## src/rtl/mem_access_pkg.sv

```systemverilog
// Shared encodings for the load/store sequencer: op codes, FSM states and
// the default data-memory depth.
package mem_access_pkg;

  localparam int DEPTH_WORDS_DEFAULT = 128;

  localparam logic [2:0] OP_LW  = 3'd0;
  localparam logic [2:0] OP_LH  = 3'd1;
  localparam logic [2:0] OP_LHU = 3'd2;
  localparam logic [2:0] OP_LB  = 3'd3;
  localparam logic [2:0] OP_LBU = 3'd4;
  localparam logic [2:0] OP_SW  = 3'd5;
  localparam logic [2:0] OP_SH  = 3'd6;
  localparam logic [2:0] OP_SB  = 3'd7;

  localparam logic [1:0] ST_IDLE  = 2'd0;
  localparam logic [1:0] ST_READ  = 2'd1;
  localparam logic [1:0] ST_WRITE = 2'd2;
  localparam logic [1:0] ST_DONE  = 2'd3;

  // Loads occupy the low five op codes; everything above is a store.
  function automatic logic is_load(input logic [2:0] op);
    return (op <= OP_LBU);
  endfunction

endpackage

```

## src/rtl/mem_access_unit_load_store_align.sv

```systemverilog
// Combinational lane logic: little-endian byte/half extraction with sign or
// zero extension, sub-word merge for read-modify-write stores, and the
// alignment check for the requested op.
module load_store_align
  import mem_access_pkg::*;
(
  input  logic [2:0]  op,
  input  logic [1:0]  lane,
  input  logic [31:0] word,
  input  logic [31:0] store_data,
  output logic [31:0] load_value,
  output logic [31:0] merged_word,
  output logic        misaligned
);

  logic [7:0]  sel_byte;
  logic [15:0] sel_half;

  // Pick the addressed byte and halfword out of the memory word.
  always_comb begin
    sel_byte = 8'h00;
    sel_half = (lane[1] == 1'b1) ? word[31:16] : word[15:0];
    case (lane)
      2'd0:    sel_byte = word[7:0];
      2'd1:    sel_byte = word[15:8];
      2'd2:    sel_byte = word[23:16];
      2'd3:    sel_byte = word[31:24];
      default: sel_byte = word[7:0];
    endcase
  end

  // Extend the selected lane to a full word according to the load type.
  always_comb begin
    load_value = word;
    case (op)
      OP_LW:   load_value = word;
      OP_LH:   load_value = {{16{sel_half[15]}}, sel_half};
      OP_LHU:  load_value = {16'h0000, sel_half};
      OP_LB:   load_value = {{24{sel_byte[7]}}, sel_byte};
      OP_LBU:  load_value = {24'h000000, sel_byte};
      default: load_value = word;
    endcase
  end

  // Overlay the store lane onto the captured word; full-word stores pass through.
  always_comb begin
    merged_word = store_data;
    case (op)
      OP_SB: begin
        merged_word = word;
        case (lane)
          2'd0:    merged_word[7:0]   = store_data[7:0];
          2'd1:    merged_word[15:8]  = store_data[7:0];
          2'd2:    merged_word[23:16] = store_data[7:0];
          2'd3:    merged_word[31:24] = store_data[7:0];
          default: merged_word[7:0]   = store_data[7:0];
        endcase
      end
      OP_SH: begin
        merged_word = word;
        if (lane[1] == 1'b1) begin
          merged_word[31:16] = store_data[15:0];
        end else begin
          merged_word[15:0] = store_data[15:0];
        end
      end
      default: merged_word = store_data;
    endcase
  end

  // Words need both low address bits clear, halfwords need bit 0 clear.
  always_comb begin
    misaligned = 1'b0;
    case (op)
      OP_LW, OP_SW:         misaligned = (lane != 2'd0);
      OP_LH, OP_LHU, OP_SH: misaligned = lane[0];
      default:              misaligned = 1'b0;
    endcase
  end

endmodule

```

## src/rtl/mem_access_unit.sv

```systemverilog
// Multi-cycle load/store sequencer in front of a word-addressed data memory.
// One request at a time; sub-word stores use read-modify-write. All outputs
// are registered.
module mem_access_unit
  import mem_access_pkg::*;
#(
  parameter int DEPTH_WORDS = DEPTH_WORDS_DEFAULT
) (
  input  logic        clock,
  input  logic        reset,
  input  logic        start,
  input  logic [2:0]  op,
  input  logic [31:0] addr,
  input  logic [31:0] store_data,
  output logic [31:0] load_data,
  output logic        busy,
  output logic        done,
  output logic        fault,
  output logic [31:0] mem_address,
  output logic [31:0] mem_write_data,
  output logic        mem_write,
  output logic        mem_read,
  input  logic [31:0] mem_read_data
);

  localparam logic [32:0] ADDR_LIMIT = 33'(DEPTH_WORDS) * 33'd4;

  logic [1:0]  state;
  logic [2:0]  op_q;
  logic [1:0]  lane_q;
  logic [31:0] store_q;

  logic [2:0]  al_op;
  logic [1:0]  al_lane;
  logic [31:0] al_store;
  logic [31:0] load_value;
  logic [31:0] merged_word;
  logic        misaligned;
  logic        out_of_range;

  // In IDLE the aligner checks the incoming request; afterwards it works on the latched one.
  always_comb begin
    if (state == ST_IDLE) begin
      al_op    = op;
      al_lane  = addr[1:0];
      al_store = store_data;
    end else begin
      al_op    = op_q;
      al_lane  = lane_q;
      al_store = store_q;
    end
  end

  // Range check against the memory size in bytes.
  always_comb begin
    out_of_range = ({1'b0, addr} >= ADDR_LIMIT);
  end

  load_store_align u_align (
    .op          (al_op),
    .lane        (al_lane),
    .word        (mem_read_data),
    .store_data  (al_store),
    .load_value  (load_value),
    .merged_word (merged_word),
    .misaligned  (misaligned)
  );

  // Sequencer FSM; strobes default low so each is a single-cycle pulse.
  always_ff @(posedge clock) begin
    if (reset) begin
      state          <= ST_IDLE;
      op_q           <= 3'd0;
      lane_q         <= 2'd0;
      store_q        <= 32'h0000_0000;
      load_data      <= 32'h0000_0000;
      busy           <= 1'b0;
      done           <= 1'b0;
      fault          <= 1'b0;
      mem_address    <= 32'h0000_0000;
      mem_write_data <= 32'h0000_0000;
      mem_write      <= 1'b0;
      mem_read       <= 1'b0;
    end else begin
      done      <= 1'b0;
      fault     <= 1'b0;
      mem_read  <= 1'b0;
      mem_write <= 1'b0;
      case (state)
        ST_IDLE: begin
          if (start) begin
            op_q    <= op;
            lane_q  <= addr[1:0];
            store_q <= store_data;
            busy    <= 1'b1;
            if (misaligned || out_of_range) begin
              // Illegal access: report straight away, memory untouched.
              state <= ST_DONE;
              done  <= 1'b1;
              fault <= 1'b1;
            end else begin
              mem_address <= {addr[31:2], 2'b00};
              if (op == OP_SW) begin
                state          <= ST_WRITE;
                mem_write      <= 1'b1;
                mem_write_data <= merged_word;
              end else begin
                state    <= ST_READ;
                mem_read <= 1'b1;
              end
            end
          end
        end
        ST_READ: begin
          if (is_load(op_q)) begin
            state     <= ST_DONE;
            done      <= 1'b1;
            load_data <= load_value;
          end else begin
            // Sub-word store: merge into the word just read, then write it back.
            state          <= ST_WRITE;
            mem_write      <= 1'b1;
            mem_write_data <= merged_word;
          end
        end
        ST_WRITE: begin
          state <= ST_DONE;
          done  <= 1'b1;
        end
        ST_DONE: begin
          state <= ST_IDLE;
          busy  <= 1'b0;
        end
        default: begin
          state <= ST_IDLE;
          busy  <= 1'b0;
        end
      endcase
    end
  end

endmodule

```

## config.mk

```make
export PLATFORM = sky130hd
export DESIGN_NAME = mem_access_unit
export DESIGN_NICKNAME = d
export VERILOG_FILES = /design/src/rtl/mem_access_pkg.sv /design/src/rtl/mem_access_unit_load_store_align.sv /design/src/rtl/mem_access_unit.sv
export SDC_FILE = /design/constraint.sdc
export NUM_CORES = 1
export LEC_CHECK = 0
export ABC_AREA = 1
export BUFFER_PORTS_ARGS = -buffer_cell sky130_fd_sc_hd__buf_4
export CAP_MARGIN = 25
export CORE_MARGIN = 3
export CORE_UTILIZATION = 45
export DETAILED_ROUTE_END_ITERATION = 8
export GPL_TIMING_DRIVEN = 0
export PLACE_DENSITY_LB_ADDON = 0.05
export SLEW_MARGIN = 5
export SYNTH_ARGS = -nofsm -noshare
export SYNTH_HDL_FRONTEND = slang
export SYNTH_HIERARCHICAL = 1
export SYNTH_SLANG_ARGS = --single-unit
export TNS_END_PERCENT = 10
```

## constraint.sdc

```tcl
create_clock -name clock -period 7.1 [get_ports clock]
set_clock_uncertainty 0.2 [all_clocks]
set_input_delay 1.42 -clock clock [delete_from_list [all_inputs] [get_ports clock]]
set_output_delay 1.42 -clock clock [all_outputs]
set_load 0.005 [all_outputs]
```

Word-level counts from Yosys, hierarchy flattened. Index checks and enable logic that the tools add are counted.

Flip-flop bits (word level): 138. Output and inout port bits: 101. Word-level logic and storage cells: 87.

Multiplexer cells: 36. Bitwise operators: 3. Equal/unequal tests: 18. Reduce and logical (&&, ||, !) cells: 16. Magnitude comparators: 2.

Operators with widths (count): $mux W32 (5); $pmux W32 S2 (2); $pmux W32 S4 (1); $mux W16 (3); $ge A32 B10 Y1 const B (1); $mux W8 (4); $pmux W8 S4 (1); $eq A3 B3 Y1 const B (5); $mux W1 (10); $eq A2 B2 Y1 const B (4); $mux W2 (4); $pmux W2 S4 (1); $eq A3 B2 Y1 const B (2); $ne A2 B2 Y1 const B (3); $pmux W1 S2 (3); $reduce_and A2 Y1 (3); $reduce_bool A2 Y1 (3); $reduce_and A5 Y1 (1); $eq A2 B1 Y1 const B (2); $logic_not A2 Y1 (2); $reduce_or A2 Y1 (2); $reduce_or A4 Y1 (1); $eq A3 B1 Y1 const B (1); $le A3 B3 Y1 const B (1); 8 further kinds (10).

Longest topological paths before layout.
Depth in word-level cells: 9. Depth in mapped cells: 23.

Hierarchy. The synthesis kept the hierarchy.

By module, submodules not included: mem_access_unit (sequential area each 2762.6 µm², cells an instance 770, area an instance 5637.9 µm², instances 1); load_store_align (sequential area each 0.0 µm², cells an instance 416, area an instance 1978.1 µm², instances 1).

Worst setup path after synthesis. Ideal clock, no wire load.

Kind: input to register. From: input port op[2]. To: register mem_write_data[10]. Setup time: 0.115 ns. Buffers on the path: 2. Data arrival time: 3.115 ns. Setup slack: 3.670 ns. Stages on the path: 17. Cell sequence: nand2_1 -> o21ai_0 -> inv_2 -> nand3_1 -> nand2_2 -> o21ai_0 -> nand2_1 -> nor2_1 -> nand2_1 -> nor2_2 -> nand3_2 -> nand2_2 -> buf_6 -> buf_4 -> nand3_1 -> nand2_1 -> nor2_1.

Cells in the longest elaborated chain, start to end: 7.

Ends and longest elaborated chain: start, declared (line mem_access_unit.sv:12) `input logic [2:0] op,`; $mux W3 (*) (line mem_access_unit.sv:43) `if (state == ST_IDLE) begin`; named net al_op[2] (line mem_access_unit.sv:33) `logic [2:0] al_op;`; $eq A3 B1 Y1, or another cell as far along (line mem_access_unit_load_store_align.sv:74) `case (op)`; $reduce_or A3 Y1 or $reduce_or A2 Y1 (tied branches) (line mem_access_unit_load_store_align.sv:74); $pmux W1 S2 (*) (line mem_access_unit_load_store_align.sv:74); named net misaligned (line mem_access_unit.sv:38) `logic misaligned;`; $logic_or A1 B1 Y1 (*) (line mem_access_unit.sv:96) `if (misaligned || out_of_range) begin`; $ne A2 B2 Y1 (no source line) (*); $reduce_and A5 Y1 (no source line) (*); end signal, assigned (line mem_access_unit.sv:106) `mem_write_data <= merged_word;`; end signal, assigned (line mem_access_unit.sv:123) `mem_write_data <= merged_word;`; end, declared (line mem_access_unit.sv:20) `output logic [31:0] mem_write_data,`.

The timed path passes the listed nets; every way through them passes the cells marked *. The select of a mux whose other input is x is not followed. A chain may end at the register's enable or synchronous reset.

Final worst setup path.
From: register state[1]. To: register mem_address[6].

Cells in the longest elaborated chain, start to end: 8.

Ends and longest elaborated chain: start, declared (line mem_access_unit.sv:28) `logic [1:0] state;`; start signal, assigned (line mem_access_unit.sv:72) `state <= ST_IDLE;`; start signal, assigned (line mem_access_unit.sv:98) `state <= ST_DONE;`; start signal, assigned (line mem_access_unit.sv:104) `state <= ST_WRITE;`; $logic_not A2 Y1 (*) (line mem_access_unit.sv:43); $mux W3 (*) (line mem_access_unit.sv:43); named net al_op[2] (line mem_access_unit.sv:33); $eq A3 B1 Y1, or another cell as far along (line mem_access_unit_load_store_align.sv:74); $reduce_or A3 Y1 or $reduce_or A2 Y1 (tied branches) (line mem_access_unit_load_store_align.sv:74); $pmux W1 S2 (*) (line mem_access_unit_load_store_align.sv:74); named net misaligned (line mem_access_unit.sv:38); $logic_or A1 B1 Y1 (*) (line mem_access_unit.sv:96); $not A1 Y1 (no source line) (*); $reduce_and A3 Y1 (no source line) (*); end signal, assigned (line mem_access_unit.sv:102) `mem_address <= {addr[31:2], 2'b00};`; end, declared (line mem_access_unit.sv:19) `output logic [31:0] mem_address,`.

The timed path passes the listed nets; every way through them passes the cells marked *.

==> results.py <==
metrics = {
    "setup_path": {
        "cp.arrival_ns": 4.21,
        "cp_max_fo": 10,
        "crit-reg2reg-capture": "mem_address[6]",
        "setup.worst_path.start_class": "register",
        "timing.critical_path.to_type": "register",
        "startpoint_of_the_lowest_slack_register_to_register_path": "state[1]",
        "worst_ep_required_time_ns": 7.22,
        "timing.reg2reg.setup_slack_ns": 3.02,
        "worst_r2r_path_depth": 19,
        "path_class": "register to register",
    },
    "timing": {
        "timing_worst_slew_pin_value_ns": 0.921,
        "setup-violations-final": 0,
        "max_clock_freq_ghz": 0.245,
        "hold_violations": 0,
        "finalCriticalPeriod_ns": 4.08,
        "setup-tns-final_ns": 0,
        "slew_headroom": 0.379,
        "timing.final.crit_share": 0.575,
        "timing_max_transition_violations_final": 0,
        "grt_setup_unrepaired": "false",
    },
    "yosys": {
        "synthFlopType": "dfxtp_1",
        "synthTopCellsByCount": "224 x nand2_1, 155 x nor2_1, 150 x nand3_1",
        "synth.most_common_cell": "nand2_1",
        "netlist_area_um2": 7620,
        "synth_largest_area_cell": "dfxtp_1",
        "synth.top_cell.area_share": 0.363,
        "yosysWarnings": 6,
        "number_of_synthesized_register_bits": 138,
        "post_synth.cell_area_avg_um2": 6.42,
        "synth.area.top_cells": "dfxtp_1 36%, nand2_1 11%, nand3_1 9.9%, nor2_1 7.6%, o21ai_0 7.4%",
        "yosys.cell_types.count": 29,
        "synthesis.instances": 1186,
        "seq_area_frac_synth": 0.363,
        "synth_async_sr_flop_share": 0,
        "synth_edf_count": 0,
    },
    "clock_network": {
        "h-tree-depth": 4,
        "clock_sink_count": 138,
        "cts-buffers-inserted": 17,
        "postCtsSetupBuffers": 0,
        "cts_root_buffer": "clkbuf_16",
        "hold_fix_buffers_at_cts": 0,
        "clkTransAtPathRegs_ns": 0.07,
        "buffers_from_clock_root_to_sink_at_most": 2,
        "post_cts_resize_count": 0,
        "clock_insertion_delay_worst_skew_ns": 0.42,
        "tritoncts": "built",
    },
    "floorplanning": {
        "die-area_um2": 18500,
        "die_width_um": 136,
        "floorplan.initialDensity": 0.469,
        "ios": 203,
        "standard_cell_rows": 46,
        "design.core.area_um2": 16200,
        "die_h_um": 136,
    },
    "drt": {
        "drt_drc_violations_left": 0,
        "dr.pass1.iters": 5,
        "wl_per_cell_um": 16.2,
        "antenna_violating_nets_post_route": 0,
        "dr.first_iter.drc_count": 794,
        "vias": 8597,
        "totalWireLength_um": 26500,
        "route.detailed.vias_per_inst": 5.25,
    },
    "place": {
        "io_buffers": 200,
        "gp_congestion": 1.00,
        "placed_cell_area_um2": 9390,
        "dp.final_hpwl_um": 20400,
    },
    "final_layout": {
        "drive_above_1_share": 0.214,
        "postLayoutCellArea_um2": 10000,
        "final_nets": 1513,
        "antenna_cells_inserted": 0,
        "area_growth_pct": 31.8,
    },
    "grt": {
        "grt_util_all_layers": 0.283,
        "grt_pass1_wl_um": 41100,
        "grt_max_degree": 17,
        "grt.overflow.total": 0,
        "initial_antenna_violation_count": 0,
        "first_global_vias": 7842,
    },
    "job": {
        "cap_violations": 0,
    },
    "min_path": {
        "hold_end": "store_q[1]",
        "min_path_cells": 2,
        "hold_class": "register to register",
        "hold_path_start": "store_q[1]",
    },
    "power_and_ir_drop": {
        "power.density_nw_per_um2": 386,
        "fin_total_pwr_uw": 3870,
        "total_leakage_power_uw": 0.00497,
        "worst_supply_voltage_drop_on_vdd_mv": 0.242,
    },
    "status": {
        "status": "finished clean",
    },
}
## cell type report
type | instances | area, um^2
plain buffers | 82 | 438
clock buffers | 18 | 439
clock inverters | 14 | 198
fillers | 1632 | 6190
inverters | 142 | 533
multi-input cells | 825 | 3890
flip-flops and latches | 138 | 2760
well taps | 216 | 270
repair buffers | 201 | 1510
## worst max path at each step
stage | start | end | cells past startpoint
finish | state[1] | mem_address[6] | 19
global route | state[1] | mem_address[6] | 19
CTS | state[0] | mem_address[6] | 16
detailed placement | state[0] | mem_address[6] | 16
global placement | state[0] | mem_address[6] | 16
floorplan | op[2] | mem_write_data[10] | 17
## through the flow
step	setup slack, ns	std cells	util	hold WS (ns)
global route	2.74	1636	0.618	0.264
global placement	2.75	1603	0.579	0.232
floorplan	3.67	1187	-	0.224
finish	3.02	1636	0.618	0.246
detailed placement	2.73	1603	0.579	0.239
CTS	2.72	1635	0.618	0.249
## registers in the layout, indices dropped and copies added, names as in the netlist
signal	cells
busy	1
done	1
fault	1
lane_q	2
load_data	32
mem_address	30
mem_read	1
mem_write	1
mem_write_data	32
op_q	3
state	2
store_q	32
## where the power goes
group / internal [uW] / leakage (uW) / switching, uW
clock: 579 / 0.000312 / 383
combinational: 686 / 0.00353 / 1210
sequential: 941 / 0.00113 / 75.2
## routing by layer
layer  share of wire  global-route usage  routed length [um]  vias to the layer above
met5               0                   0                   0                        -
met4           0.024              0.0924                 640                        0
met1            0.43               0.381               11400                     3859
li1                -                   -                   -                     4279
met3           0.078              0.0470                2080                       53
met2            0.47               0.462               12400                      406
## worst max-delay path: stages, from the launching register on
cell and delay, ns:
dfxtp_1 0.33, inv_1 0.09, ha_1 0.14, buf_4 0.18, buf_2 0.25, clkbuf_1 0.36
nand2_1 0.09, o21ai_0 0.36, inv_2 0.15, nand3_1 0.15, nand2_2 0.19, o21ai_0 0.20
nand2_1 0.13, nor2_1 0.11, nand2_1 0.07, nor2_2 0.11, nand4_1 0.35, buf_2 0.33
o21ai_1 0.13, nor2_1 0.05
## kinds of logic (layout without fill, tap and decap cells)
group                      Yosys count  count (layout)  share of synthesized area
AOI/OAI and AO/OA                  260             260                      0.183
adders and majority gates            4               4                    0.00657
buffers and inverters              224             457                      0.127
DFF                                138             138                      0.363
other                                1               2                   0.000492
and+or+nand+nor                    559             559                      0.320
## layout by cell type, fill, tap and decap left out, types with 2 or more instances in the layout
cell type and instances:
conb_1 2, dfxtp_1 138, buf_6 8, inv_8 5, ha_1 4, o21ai_2 2
nand3_2 3, nor2_2 2, or2_2 2, buf_1 6, o21a_1 2, o21ai_0 113
a21oi_1 95, o211ai_1 32, nor2_1 155, clkbuf_1 34, nor2_4 2, clkbuf_16 17
nand2_2 6, o21ai_1 16, inv_2 7, buf_4 211, nand3_1 150, nand2_4 2
nand2_1 224, nor2_8 2, inv_1 135, nand4_1 9, buf_2 23, inv_6 4
bufinv_16 3
No activity file was read; power rests on OpenSTA's default activity.
